## config.mk

```make
export PLATFORM = sky130hd
export DESIGN_NAME = adc_sample_source
export DESIGN_NICKNAME = d
export VERILOG_FILES = /design/src/rtl/adc_pkg.sv /design/src/rtl/spi_frame_xfer.sv /design/src/rtl/adc_sample_source.sv
export SDC_FILE = /design/constraint.sdc
export NUM_CORES = 1
export LEC_CHECK = 0
export BUFFER_PORTS_ARGS = -buffer_cell sky130_fd_sc_hd__buf_2
export CORE_ASPECT_RATIO = 0.6
export CORE_MARGIN = 1.5
export CORE_UTILIZATION = 35
export CTS_CLUSTER_DIAMETER = 150
export DETAILED_ROUTE_END_ITERATION = 6
export PLACE_DENSITY = 0.6
export SLEW_MARGIN = 5
export SYNTH_ARGS = -nofsm -noshare
export SYNTH_HDL_FRONTEND = slang
export SYNTH_HIERARCHICAL = 1
export SYNTH_SLANG_ARGS = --single-unit
```

## constraint.sdc

```tcl
create_clock -name clk -period 2.8 [get_ports clk]
set_input_delay 0.42 -clock clk [delete_from_list [all_inputs] [get_ports clk]]
set_output_delay 0.42 -clock clk [all_outputs]
set_load 0.03 [all_outputs]
```

## src/rtl/adc_pkg.sv

```systemverilog
// Shared types, frame constants and the MCP3202 command-bit helper for the ADC sample source.
package adc_pkg;

  localparam int unsigned FRAME_BITS = 17;
  localparam int unsigned NULL_BIT   = 4;
  localparam int unsigned DATA_BITS  = 12;

  typedef enum logic [2:0] {IDLE, SETUP, SHIFT, GAP, DONE} state_t;
  typedef enum logic [1:0] {PAIR_IDLE, PAIR_CH0, PAIR_CH1, PAIR_DONE} pair_t;

  // Command nibble {START, SGL, ODD, MSBF} in shift order; bits past the nibble are don't-care.
  function automatic logic cmd_bit(input logic ch, input logic [4:0] idx);
    case (idx)
      5'd0, 5'd1, 5'd3: cmd_bit = 1'b1;
      5'd2:             cmd_bit = ch;
      default:          cmd_bit = 1'b0;
    endcase
  endfunction

endpackage

```

## src/rtl/spi_frame_xfer.sv

```systemverilog
// One SPI mode-0 conversion frame (SETUP, 17 SCLK periods, GAP) against an MCP3202-style ADC.
module spi_frame_xfer
  import adc_pkg::*;
#(
  parameter int unsigned CLK_DIV = 8
) (
  input  logic                 clk_i,
  input  logic                 rst_i,
  input  logic                 start_i,
  input  logic                 ch_i,
  output logic [DATA_BITS-1:0] word_o,
  output logic                 done_o,
  output logic                 cs_n_o,
  output logic                 sclk_o,
  output logic                 mosi_o,
  input  logic                 miso_i
);

  localparam int unsigned      CNT_W    = $clog2(CLK_DIV);
  localparam logic [CNT_W-1:0] CNT_LAST = CNT_W'(CLK_DIV - 1);
  localparam logic [4:0]       BIT_LAST = 5'(FRAME_BITS - 1);
  localparam logic [4:0]       NULL_IDX = 5'(NULL_BIT);

  state_t               state_q, state_d;
  logic [CNT_W-1:0]     cnt_q, cnt_d;
  logic [4:0]           bit_q, bit_d;
  logic                 ch_q, ch_d;
  logic                 cs_n_q, cs_n_d;
  logic                 sclk_q, sclk_d;
  logic                 mosi_q, mosi_d;
  logic [DATA_BITS-1:0] word_q, word_d;
  logic                 last_cnt;
  logic                 launch;

  assign last_cnt = (cnt_q == CNT_LAST);

  always_ff @(posedge clk_i) begin
    if (rst_i) begin
      state_q <= IDLE;
      cnt_q   <= '0;
      bit_q   <= '0;
      ch_q    <= 1'b0;
      cs_n_q  <= 1'b1;
      sclk_q  <= 1'b0;
      mosi_q  <= 1'b0;
      word_q  <= '0;
    end else begin
      state_q <= state_d;
      cnt_q   <= cnt_d;
      bit_q   <= bit_d;
      ch_q    <= ch_d;
      cs_n_q  <= cs_n_d;
      sclk_q  <= sclk_d;
      mosi_q  <= mosi_d;
      word_q  <= word_d;
    end
  end

  always_comb begin
    state_d = state_q;
    case (state_q)
      IDLE:  if (start_i) state_d = SETUP;
      SETUP: if (last_cnt) state_d = SHIFT;
      SHIFT: if (last_cnt && sclk_q && (bit_q == BIT_LAST)) state_d = GAP;
      GAP:   if (last_cnt) state_d = start_i ? SETUP : IDLE;
      default: state_d = IDLE;
    endcase
  end

  // A new frame may start straight out of the last GAP cycle, so back-to-back frames need no idle cycle.
  always_comb begin
    launch = start_i && ((state_q == IDLE) || ((state_q == GAP) && last_cnt));
    done_o = (state_q == GAP) && last_cnt;
    cnt_d  = ((state_q == IDLE) || last_cnt) ? '0 : cnt_q + CNT_W'(1);
    bit_d  = bit_q;
    ch_d   = ch_q;
    cs_n_d = cs_n_q;
    sclk_d = sclk_q;
    mosi_d = mosi_q;
    word_d = word_q;
    if (launch) begin
      bit_d  = '0;
      ch_d   = ch_i;
      cs_n_d = 1'b0;
      sclk_d = 1'b0;
      mosi_d = cmd_bit(ch_i, 5'd0);
      word_d = '0;
    end else if ((state_q == SHIFT) && last_cnt) begin
      if (!sclk_q) begin
        sclk_d = 1'b1;
        if (bit_q > NULL_IDX) word_d = {word_q[DATA_BITS-2:0], miso_i};
      end else begin
        sclk_d = 1'b0;
        if (bit_q == BIT_LAST) begin
          cs_n_d = 1'b1;
          mosi_d = 1'b0;
        end else begin
          bit_d  = bit_q + 5'd1;
          mosi_d = cmd_bit(ch_q, bit_q + 5'd1);
        end
      end
    end
  end

  assign word_o = word_q;
  assign cs_n_o = cs_n_q;
  assign sclk_o = sclk_q;
  assign mosi_o = mosi_q;

endmodule

```

## src/rtl/adc_sample_source.sv

```systemverilog
// Paces a 2-channel SPI ADC: one ch0/ch1 pair per sample period, then a one-cycle update strobe.
// Optional `ADC_SIGNED_OUT_EN presents A/B as two's complement instead of offset binary.
module adc_sample_source
  import adc_pkg::*;
#(
  parameter int unsigned CLK_DIV       = 8,
  parameter int unsigned SAMPLE_PERIOD = 1134
) (
  input  logic                 clk,
  input  logic                 reset,
  input  logic                 enable,
  output logic                 adc_cs_n,
  output logic                 adc_sclk,
  output logic                 adc_mosi,
  input  logic                 adc_miso,
  output logic [DATA_BITS-1:0] A,
  output logic [DATA_BITS-1:0] B,
  output logic                 update,
  output logic                 busy,
  output logic                 overrun
);

  localparam int unsigned      TMR_W    = $clog2(SAMPLE_PERIOD);
  localparam logic [TMR_W-1:0] TMR_LAST = TMR_W'(SAMPLE_PERIOD - 1);

  pair_t                pair_q, pair_d;
  logic [TMR_W-1:0]     timer_q, timer_d;
  logic [DATA_BITS-1:0] w0_q, w0_d;
  logic [DATA_BITS-1:0] a_q, a_d;
  logic [DATA_BITS-1:0] b_q, b_d;
  logic                 update_q, update_d;
  logic                 overrun_q, overrun_d;
  logic                 tick;
  logic                 start;
  logic                 ch_sel;
  logic                 xfer_done;
  logic [DATA_BITS-1:0] xfer_word;

  function automatic logic [DATA_BITS-1:0] map_out(input logic [DATA_BITS-1:0] raw);
`ifdef ADC_SIGNED_OUT_EN
    map_out = {~raw[DATA_BITS-1], raw[DATA_BITS-2:0]};
`else
    map_out = raw;
`endif
  endfunction

  spi_frame_xfer #(
    .CLK_DIV (CLK_DIV)
  ) u_xfer (
    .clk_i   (clk),
    .rst_i   (reset),
    .start_i (start),
    .ch_i    (ch_sel),
    .word_o  (xfer_word),
    .done_o  (xfer_done),
    .cs_n_o  (adc_cs_n),
    .sclk_o  (adc_sclk),
    .mosi_o  (adc_mosi),
    .miso_i  (adc_miso)
  );

  assign tick    = enable && (timer_q == TMR_LAST);
  assign timer_d = (!enable || tick) ? '0 : timer_q + TMR_W'(1);

  always_ff @(posedge clk) begin
    if (reset) begin
      pair_q    <= PAIR_IDLE;
      timer_q   <= '0;
      w0_q      <= '0;
      a_q       <= '0;
      b_q       <= '0;
      update_q  <= 1'b0;
      overrun_q <= 1'b0;
    end else begin
      pair_q    <= pair_d;
      timer_q   <= timer_d;
      w0_q      <= w0_d;
      a_q       <= a_d;
      b_q       <= b_d;
      update_q  <= update_d;
      overrun_q <= overrun_d;
    end
  end

  always_comb begin
    pair_d = pair_q;
    case (pair_q)
      PAIR_IDLE: if (tick) pair_d = PAIR_CH0;
      PAIR_CH0:  if (xfer_done) pair_d = PAIR_CH1;
      PAIR_CH1:  if (xfer_done) pair_d = PAIR_DONE;
      PAIR_DONE: pair_d = PAIR_IDLE;
    endcase
  end

  // ch0 is parked in w0_q so both outputs change together in the DONE cycle.
  always_comb begin
    busy      = (pair_q != PAIR_IDLE);
    start     = ((pair_q == PAIR_IDLE) && tick) || ((pair_q == PAIR_CH0) && xfer_done);
    ch_sel    = (pair_q == PAIR_CH0);
    w0_d      = ((pair_q == PAIR_CH0) && xfer_done) ? xfer_word : w0_q;
    a_d       = a_q;
    b_d       = b_q;
    update_d  = (pair_q == PAIR_DONE);
    overrun_d = overrun_q | (tick && busy);
    if (pair_q == PAIR_DONE) begin
      a_d = map_out(w0_q);
      b_d = map_out(xfer_word);
    end
  end

  assign A       = a_q;
  assign B       = b_q;
  assign update  = update_q;
  assign overrun = overrun_q;

endmodule
```

==> results of run 1 <==
-- metal layers --
layer  vias up  track usage  share of wire
li1       1205            -              -
met1      1084        0.205           0.57
met2        34        0.180           0.38
met3         2       0.0441          0.044
met4         0       0.0607         0.0048
met5         -            0              0
-- worst min-delay path by stage --
stage	startpoint	end	depth (start not counted)
2_1_floorplan	u_xfer/cnt_q[0]	u_xfer/cnt_q[0]	1
3_3_place_gp	u_xfer/cnt_q[0]	u_xfer/cnt_q[0]	1
3_5_place_dp	u_xfer/cnt_q[0]	u_xfer/cnt_q[0]	1
4_1_cts	adc_miso	u_xfer/word_o[0]	3
5_1_grt	adc_miso	u_xfer/word_o[0]	3
6_report	adc_miso	u_xfer/word_o[0]	3
-- flip-flops by register name, indices dropped and copies added, names as in the netlist --
name / cells
u_xfer/mosi_o: 1
u_xfer/state_q: 2
u_xfer/ch_q: 1
B: 12
update: 1
pair_q: 2
u_xfer/cnt_q: 3
w0_q: 12
overrun: 1
u_xfer/bit_q: 5
u_xfer/cs_n_o: 1
timer_q: 11
u_xfer/sclk_o: 1
u_xfer/word_o: 12
A: 12
-- per-stage QoR --
stage	setup WS (ps)	area, µm²	util	instances
after floorplan	636	3280	-	341
after global placement	644	3520	0.386	478
after detailed placement	502	3520	0.386	478
after CTS	446	3820	0.419	494
after global routing	261	3820	0.419	494
final	493	3820	0.419	494
-- report_power, final --
part,switching (mW),leakage (nW),internal [mW]
clock network,0.466,0.146,0.694
registers,0.00678,0.620,1.10
logic,0.0499,0.714,0.0283
-- layout by cell type (no fill, tap or decap), drive strengths merged, types with 2 or more instances in the layout --
cell	instances
ha	17
xor2	7
dfxtp	77
nand3	9
a21o	3
o21ai	4
nand4	6
clkbuf	9
o21a	2
a21oi	18
nor4	3
xnor2	7
nand2	34
nand2b	6
mux2i	39
buf	37
clkinv	3
nor3	5
nor2	61
a211oi	2
nor2b	2
inv	12
and2	4
-- area by class of cell --
type	instances	area [µm²]	area share
repair buffers	37	195	0.0511
multi-input cells	238	1600	0.419
clock inverters	7	73.8	0.0193
clock buffers	9	225	0.0590
inverters	10	37.5	0.00983
well taps	116	145	0.0380
flip-flops and latches	77	1540	0.404
-- cells by family after synthesis --
logic type               count (synthesis)
AO/OA/AOI/OAI                           32
adder cells (fa/ha/maj)                 17
XOR/XNOR                                14
AND/OR/NAND/NOR                        136
multiplexers                            39
flip-flops                              77
buffers and inverters                   26
-- worst min-delay path: stages --
cell	delay (ps)
buf_2	80
mux2i_1	60
nor2_1	80
==> impl_results.md, run 1 <==
* FP Rows at 27
* Max Freq at 0.433 GHz
* Initial DRT Pass Iterations at 4
* R2R setup slack at slightly below 500 ps
* Max Slew Vio Count at 0
* Total of max-cap violations at 0
* Nets@finish at 394
* Crit path to: u_xfer/bit_q[4]
* Final ANT Viol Nets at 0
* CTS Hold Bufs at 0
* Post-synth top area share at 0.470
* CP Depth at 7
* RSZ-0062 raised after global routing: false
* Fin. Hold Viols at 0
* Final Critical Period at 2310 ps
* Ports at 34
* Top post-synthesis cells by area: dfxtp_1, mux2i_1, nor2_1
* Setup crit start: timer_q[0]
* Crit path cell chain: ha_1 > nor4b_4 > nand4_2 > o21ai_0 > o21ai_2 > nand2b_1 > nor2_1
* Total GRT Usage at 0.139
* Clk_lat worst skew at between 300 and 400 ps
* Wire per inst at 13.0 µm
* IO Port Bufs at 33
* Critical path capture point type: flop
* Relative slew margins at 0.575
* CTS max path bufs at 2
* # Post-CTS Setup Buffers at 0
* Final setup fails at 0
* H-tree depth at 3
* TritonCTS Sinks at 77
* Clock transition at the registers of the reported paths at 60 ps
* Synth top cells by count: dfxtp_1, nor2_1, mux2i_1
* Via density at 4.71
* Worst reg2reg path startpoint: timer_q[0]
* Vias in the first global route at 2144
* FF-to-FF path depth at 7
* VDD IR max at roughly 0.00023 V
* Drt drc at 0
* Synth warn at 6
* Min-Delay Path Class: input pin to flop
* Final setup skew at ~5 ps
* Core Box Area at just over 9000 µm²
* Number of flops mapped to enable cells by yosys at 0
* Initial Util at 0.359
* Mapped cell area at 3280 µm²
* Post_cts resized at 0
* Critical Path AT at approximately 2500 ps
* Crit Path Category: flop to flop
* Initial antenna violation count at 0
* First DRT Iteration DRCs at 112
* Half-perimeter wire length after placement at 4.57 mm
* Worst EP required at 2990 ps
* Area Growth Syn to Fin at 16.5%
* CTS root buf: clkbuf_16
* Largest family of logic cells by synthesized area: simple AND/OR/NAND/NOR gates
* Die Width at 128 µm
* Most frequent cell after synthesis: dfxtp_1
* Die Height at 78.0 µm
* Setup TNS at 0 ps
* Remaining global-route overflow at 0
* CP startpoint kind: flop
* CP max FO at 18
* Synthesis-stage register bit count at 77
* Leakage at 1.48 nW
* Ys async rst share at 0
* Vias post-DR at 2325
* Most common flop cell mapped by yosys: dfxtp_1
* Slew @ Worst Pin at between 600 and 700 ps
* Fin crit share at 0.824
* Share of layout cells above drive strength 1 at 0.180
* First-pass GRT wire length at 10.7 mm
* Post-synthesis xor/xnor area fraction at 0.0374
* Worst r2r dst: u_xfer/bit_q[4]
* CTS tree: done
* Post-Synth Simple-Gate Area at 0.200
* Mapped Cells at 341
* CTS buffer count at 9
* Largest area contributor in the synthesized netlist: dfxtp_1
* Total Wirelength at between 6 and 7 mm
* Hold_ws at 335 ps
* Fill cells at 883
* Bufs and invs on worst path at 0
* Mux contribution to synthesized area at 0.119
* Slowest CP cell: nand2b_1
* Adder-cell share of the synthesized area at 0.0649
* Pwr dens at 615 nW/µm²
* Register area share after synthesis at 0.470
* Placer Congestion at around 0.8
* Ant diodes at 0
* Compound-Gate Fraction of Synth Area at 0.0660
* Outcome: finished clean
* Die area at 9970 µm²
* Max incr delay on CP at 500 ps
* Unique cell type count in the Yosys netlist at 44
* Mean Syn Cell Area at 9.61 µm²
* Largest net degree at the start of global routing at 33
* Total Power at 2.35 mW
* Post-Syn Nets at roughly 360
* Crit path max-delay family: simple AND/OR/NAND/NOR gates
Power figures use the tool's default switching activity.
==> run 2, diff against run 1 <==
--- a/config.mk
+++ b/config.mk
@@ -11,7 +11,7 @@
 export CORE_UTILIZATION = 35
 export CTS_CLUSTER_DIAMETER = 150
 export DETAILED_ROUTE_END_ITERATION = 6
-export PLACE_DENSITY = 0.6
+export PLACE_DENSITY = 0.62
 export SLEW_MARGIN = 5
 export SYNTH_ARGS = -nofsm -noshare
 export SYNTH_HDL_FRONTEND = slang
==> constraint.sdc (replaced) <==
create_clock -name clk -period 2 [get_ports clk]
set_input_delay 0.3 -clock clk [delete_from_list [all_inputs] [get_ports clk]]
set_output_delay 0.3 -clock clk [all_outputs]
set_load 0.03 [all_outputs]
==> run 2 against run 1 <==
  * Critical path depth up 2
  * Routed wire length down 0.66%
  * Setup slack worse by 360 ps
  * Global-route usage down 0.16 points
  * Clock power up 48%
  * Via count up 1.8%
  * Die area unchanged
  * Cell area up 2.6%
  * Non-clock buffer count up 7
  * First-iteration DRC count down 19%
==> impl_results.md, run 2 (synthesized netlist as in run 1, its figures left out) <==
* Outcome: finished clean
* Nets@finish at roughly 400
* Core Box Area at roughly 9100 µm²
* Total Power at ~3.4 mW
* RSZ-0062 raised after global routing: false
* Slew @ Worst Pin at 440 ps
* Largest net degree at the start of global routing at 39
* Critical path capture point type: flop
* Final setup fails at 0
* Fin. Hold Viols at 0
* Final setup skew at 7.01 ps
* Worst EP required at approximately 2300 ps
* Total of max-cap violations at 0
* CTS tree: done
* Leakage at 1.52 nW
* Total GRT Usage at 0.137
* Final Core Density at 0.429
* Vias post-DR at between 2000 and 2500
* Initial DRT Pass Iterations at 4
* Min-Delay Path Class: input pin to flop
* Hold_ws at approximately 240 ps
* Vias in the first global route at 2275
* Die area at approximately 10000 µm²
* Die Width at 128 µm
* Max Freq at between 0.5 and 0.6 GHz
* Max incr delay on CP at 360 ps
* FP Rows at 27
* Die Height at just under 80 µm
* Total Wirelength at 6.37 mm
* CTS max path bufs at 2
* Slowest CP cell: dfxtp_1
* Most frequent cells in the layout: dfxtp_1, nor2_1, mux2i_1, nand2_1, buf_2
* Crit Path Category: flop to flop
* CP startpoint kind: flop
* Ant diodes at 0
* Crit path cell chain: inv_1 > ha_1 > nor4b_4 > nand4_2 > o21ai_2 > nand2b_1 > nand4_1 > o21a_1 > a211oi_2
* Final Critical Period at 1870 ps
* CP max FO at 6
* Half-perimeter wire length after placement at 4.38 mm
* IO Port Bufs at 33
* Placer Congestion at 0.841
* Remaining global-route overflow at 0
* H-tree depth at 3
* Bufs and invs on worst path at 1
* Share of layout cells above drive strength 1 at 0.192
* Commonest non-fill, non-tap cell in the layout: dfxtp_1
* Wire per inst at 12.7 µm
* Crit path max-delay family: simple AND/OR/NAND/NOR gates
* TritonCTS Sinks at 77
* Via density at ~4.7
* Relative slew margins at 0.699
* CTS Hold Bufs at 0
* Max Slew Vio Count at 0
* Clock transition at the registers of the reported paths at 60 ps
* First-pass GRT wire length at between 10 and 15 mm
* CTS buffer count at 9
* Final ANT Viol Nets at 0
* VDD IR max at 0.000440 V
* Drt drc at 0
* Clk_lat worst skew at 330 ps
* Pwr dens at 866 nW/µm²
* Critical Path AT at 2130 ps
* Fin crit share at 0.935
* Initial Util at 0.359
* Setup TNS at 0 ps
* Ports at 34
* Area Growth Syn to Fin at 19.5%
* First DRT Iteration DRCs at 91
* Initial antenna violation count at 0
* CTS root buf: clkbuf_16
-- run 2: changes by cell type in the layout (fill, tap and decap cells not counted), sizes merged --
cell,change
buf,+7
bufinv,+1
clkbuf,+2
clkinv,-3
clkinvlp,+1
inv,-1
-- run 2: worst min-delay path, cell delays in order --
cell     delay [ps]
buf_2           100
mux2i_1          60
nor2_1           70
-- run 2: timing repair --
item,in CTS,in global routing
setup buffers,0,3
endpoints found under the setup margin,0,3
resized for setup,0,1
-- run 2: stage by stage --
stage	area, µm²	worst slack, ps	std cells
2_1_floorplan	3280	35.4	341
3_3_place_gp	3570	158	482
3_5_place_dp	3570	67.4	482
4_1_cts	3890	50.2	498
5_1_grt	3920	1.67	501
6_report	3920	131	501
-- run 2: worst paths after layout --
kind	startpoint	end	slack (ps)	depth (start not counted)
worst min-delay path	adc_miso	u_xfer/word_o[0]	240	3
worst min register to register	u_xfer/cnt_q[0]	u_xfer/cnt_q[0]	450	1
worst max-delay path	timer_q[1]	u_xfer/state_q[0]	130	9
worst max register to register	timer_q[1]	u_xfer/state_q[0]	130	9
-- run 2: layout make-up --
class                           instances  area [µm²]
Inverter                               10        37.5
Clock inverter                          5        83.8
Timing Repair Buffer                   44         273
Sequential cell                        77        1540
Fill cell                             882        5200
Clock buffer                           11         233
Multi-Input combinational cell        238        1600
Tap cell                              116         145
-- run 2: layer usage --
metal	track usage	up-vias	share of wire
li1	-	1219	-
met1	0.173	1105	0.52
met2	0.215	36	0.42
met3	0.0586	7	0.053
met4	0.0371	0	0.0086
met5	0	-	0
-- run 2: power by group --
part           total, mW  switching (mW)  internal [mW]  leakage (nW)
logic              0.119          0.0742         0.0445         0.753
registers           1.55         0.00901           1.55         0.620
clock network       1.72           0.620           1.10         0.146
total               3.39           0.703           2.69          1.52
==> run 3, diff against run 2 <==
--- a/config.mk
+++ b/config.mk
@@ -6,13 +6,16 @@
 export NUM_CORES = 1
 export LEC_CHECK = 0
 export BUFFER_PORTS_ARGS = -buffer_cell sky130_fd_sc_hd__buf_2
+export CAP_MARGIN = 20
+export CELL_PAD_IN_SITES_DETAIL_PLACEMENT = 1
+export CELL_PAD_IN_SITES_GLOBAL_PLACEMENT = 2
 export CORE_ASPECT_RATIO = 0.6
 export CORE_MARGIN = 1.5
-export CORE_UTILIZATION = 35
+export CORE_UTILIZATION = 33
 export CTS_CLUSTER_DIAMETER = 150
 export DETAILED_ROUTE_END_ITERATION = 6
-export PLACE_DENSITY = 0.62
-export SLEW_MARGIN = 5
+export PLACE_DENSITY = 0.82
+export SLEW_MARGIN = 10
 export SYNTH_ARGS = -nofsm -noshare
 export SYNTH_HDL_FRONTEND = slang
 export SYNTH_HIERARCHICAL = 1
==> run 3 against run 2 <==
  * Worst hold slack gained 21 ps
  * Cell area fell by 0.13%
  * Largest cell class unchanged
  * Cell count is 2.8% higher
  * Clock-buffer cell count increased by 1
==> impl_results.md, run 3 (synthesized netlist as in run 1, its figures left out) <==
* Outcome: finished clean
* Fin. Hold Viols at 0
* Relative slew margins at 0.666
* Vias post-DR at 2440
* Wire per inst at 14.4 µm
* Hold path start: adc_miso
* Internal power at between 2 and 3 mW
* Slew @ Worst Pin at approximately 500 ps
* Die Height at around 80 µm
* H-tree depth at 3
* Total Wirelength at 7.44 mm
* Share of layout cells above drive strength 1 at 0.195
* CTS buffer count at 9
* Initial DRT Pass Iterations at 4
* Initial antenna violation count at 0
* Total of max-cap violations at 0
* Max Freq at 0.538 GHz
* Worst r2r dst: u_xfer/state_q[0]
* CP startpoint kind: flop
* Most frequent cells in the layout: dfxtp_1, nor2_1, mux2i_1, nand2_1, buf_2
* CTS tree: done
* Register share of total power at 0.478
* CP max FO at 6
* Final Critical Period at 1860 ps
* First-pass GRT wire length at 12.4 mm
* Critical Path AT at approximately 2100 ps
* VDD IR max at 0.000453 V
* Initial Util at 0.349
* CTS Hold Bufs at 0
* Sw frac at 0.213
* Combinational share of power at 0.040
* Leakage at 1.51 nW
* Final setup fails at 0
* Area Growth Syn to Fin at 19.3%
* IO Port Bufs at 33
* TritonCTS Sinks at between 70 and 80
* Half-perimeter wire length after placement at 5.39 mm
* Max Slew Vio Count at 0
* Worst EP required at about 2300 ps
* Crit path to: u_xfer/state_q[0]
* FP Rows at 27
* Clk_lat worst skew at 330 ps
* First DRT Iteration DRCs at 124
* Vias in the first global route at 2463
* Min-Delay Path Class: input pin to flop
* Final setup skew at 8.18 ps
* Final ANT Viol Nets at 0
* Pwr dens at 831 nW/µm²
* Critical path capture point type: flop
* Total GRT Usage at 0.152
* CTS root buf: clkbuf_16
* Total Power at 3.25 mW
* Placer Congestion at between 0.8 and 0.9
* Post-place setup slack at 46.8 ps
* R2R setup slack at 140 ps
* Commonest non-fill, non-tap cell in the layout: dfxtp_1
* Die area at 10600 µm²
* Die Width at approximately 130 µm
* Ant diodes at 0
* Setup crit start: timer_q[1]
* Via density at 4.74
* Fin crit share at 0.929
* Final Cell Area at 3910 µm²
* CTS max path bufs at 2
* Drt drc at 0
* Clock transition at the registers of the reported paths at 60 ps
* Largest net degree at the start of global routing at 30
* Crit Path Category: flop to flop
* Post-Place Cell Area at between 3000 and 4000 µm²
* Fill cells at 1110
* Clk pwr share at 0.482
* Nets@finish at 401
* Core Box Area at roughly 9400 µm²
* Worst reg2reg path startpoint: timer_q[1]
* Ports at 34
* Sw Pwr at 692 µW
* Fin worst setup slack at 142 ps
* Remaining global-route overflow at 0
* FF-to-FF path depth at 9
run 3: layout make-up:
cell class / instances / area (µm²) / area share
Timing Repair Buffer: 44 / 273 / 0.0697
Multi-Input combinational cell: 238 / 1610 / 0.412
Clock inverter: 4 / 48.8 / 0.0125
Sequential cell: 77 / 1540 / 0.394
Clock buffer: 12 / 236 / 0.0605
Tap cell: 130 / 163 / 0.0416
Inverter: 10 / 37.5 / 0.00960
run 3: what timing repair did:
| item | in CTS | in global routing |
|---|---|---|
| setup buffers | 0 | 1 |
| setup endpoints to repair | 0 | 12 |
| gates resized for setup | 0 | 3 |
run 3: worst min path at each step:
stage          depth (start not counted)               end
2_1_floorplan                          1   u_xfer/cnt_q[0]
3_3_place_gp                           1   u_xfer/cnt_q[0]
3_5_place_dp                           1   u_xfer/cnt_q[0]
4_1_cts                                3  u_xfer/word_o[0]
5_1_grt                                3  u_xfer/word_o[0]
6_report                               3  u_xfer/word_o[0]
run 3: layer usage:
metal	up-vias	global-route usage	wire, µm
li1	1224	-	-
met1	1178	0.204	3960
met2	28	0.225	3100
met3	10	0.0429	255
met4	0	0.0700	117
met5	-	0	0
run 3: metrics by stage:
step / hold slack [ps] / utilization / instances / TNS (ps)
after detailed placement: 426 / 0.384 / 498 / 0
after global routing: 285 / 0.416 / 515 / -6.77
after global placement: 422 / 0.384 / 498 / 0
final: 264 / 0.416 / 515 / 0
after CTS: 256 / 0.414 / 514 / 0
after floorplan: 405 / - / 341 / 0
run 3: power groups by stage:
stage	sequential, mW	combinational (mW)	clock [mW]
6_report	1.55	0.129	1.57
5_1_grt	1.56	0.147	1.67
4_1_cts	1.55	0.124	1.61
2_1_floorplan	1.59	0.0905	0
3_5_place_dp	1.59	0.123	0
3_3_place_gp	1.59	0.119	0
run 3: critical path: stages, from the launching register on:
cell and delay (ps):
dfxtp_2 350, inv_1 60, ha_1 130, nor4b_4 240
nand4_2 160, o21ai_2 220, nand2b_4 160, nand4_1 90
o21a_1 160, a211oi_2 210
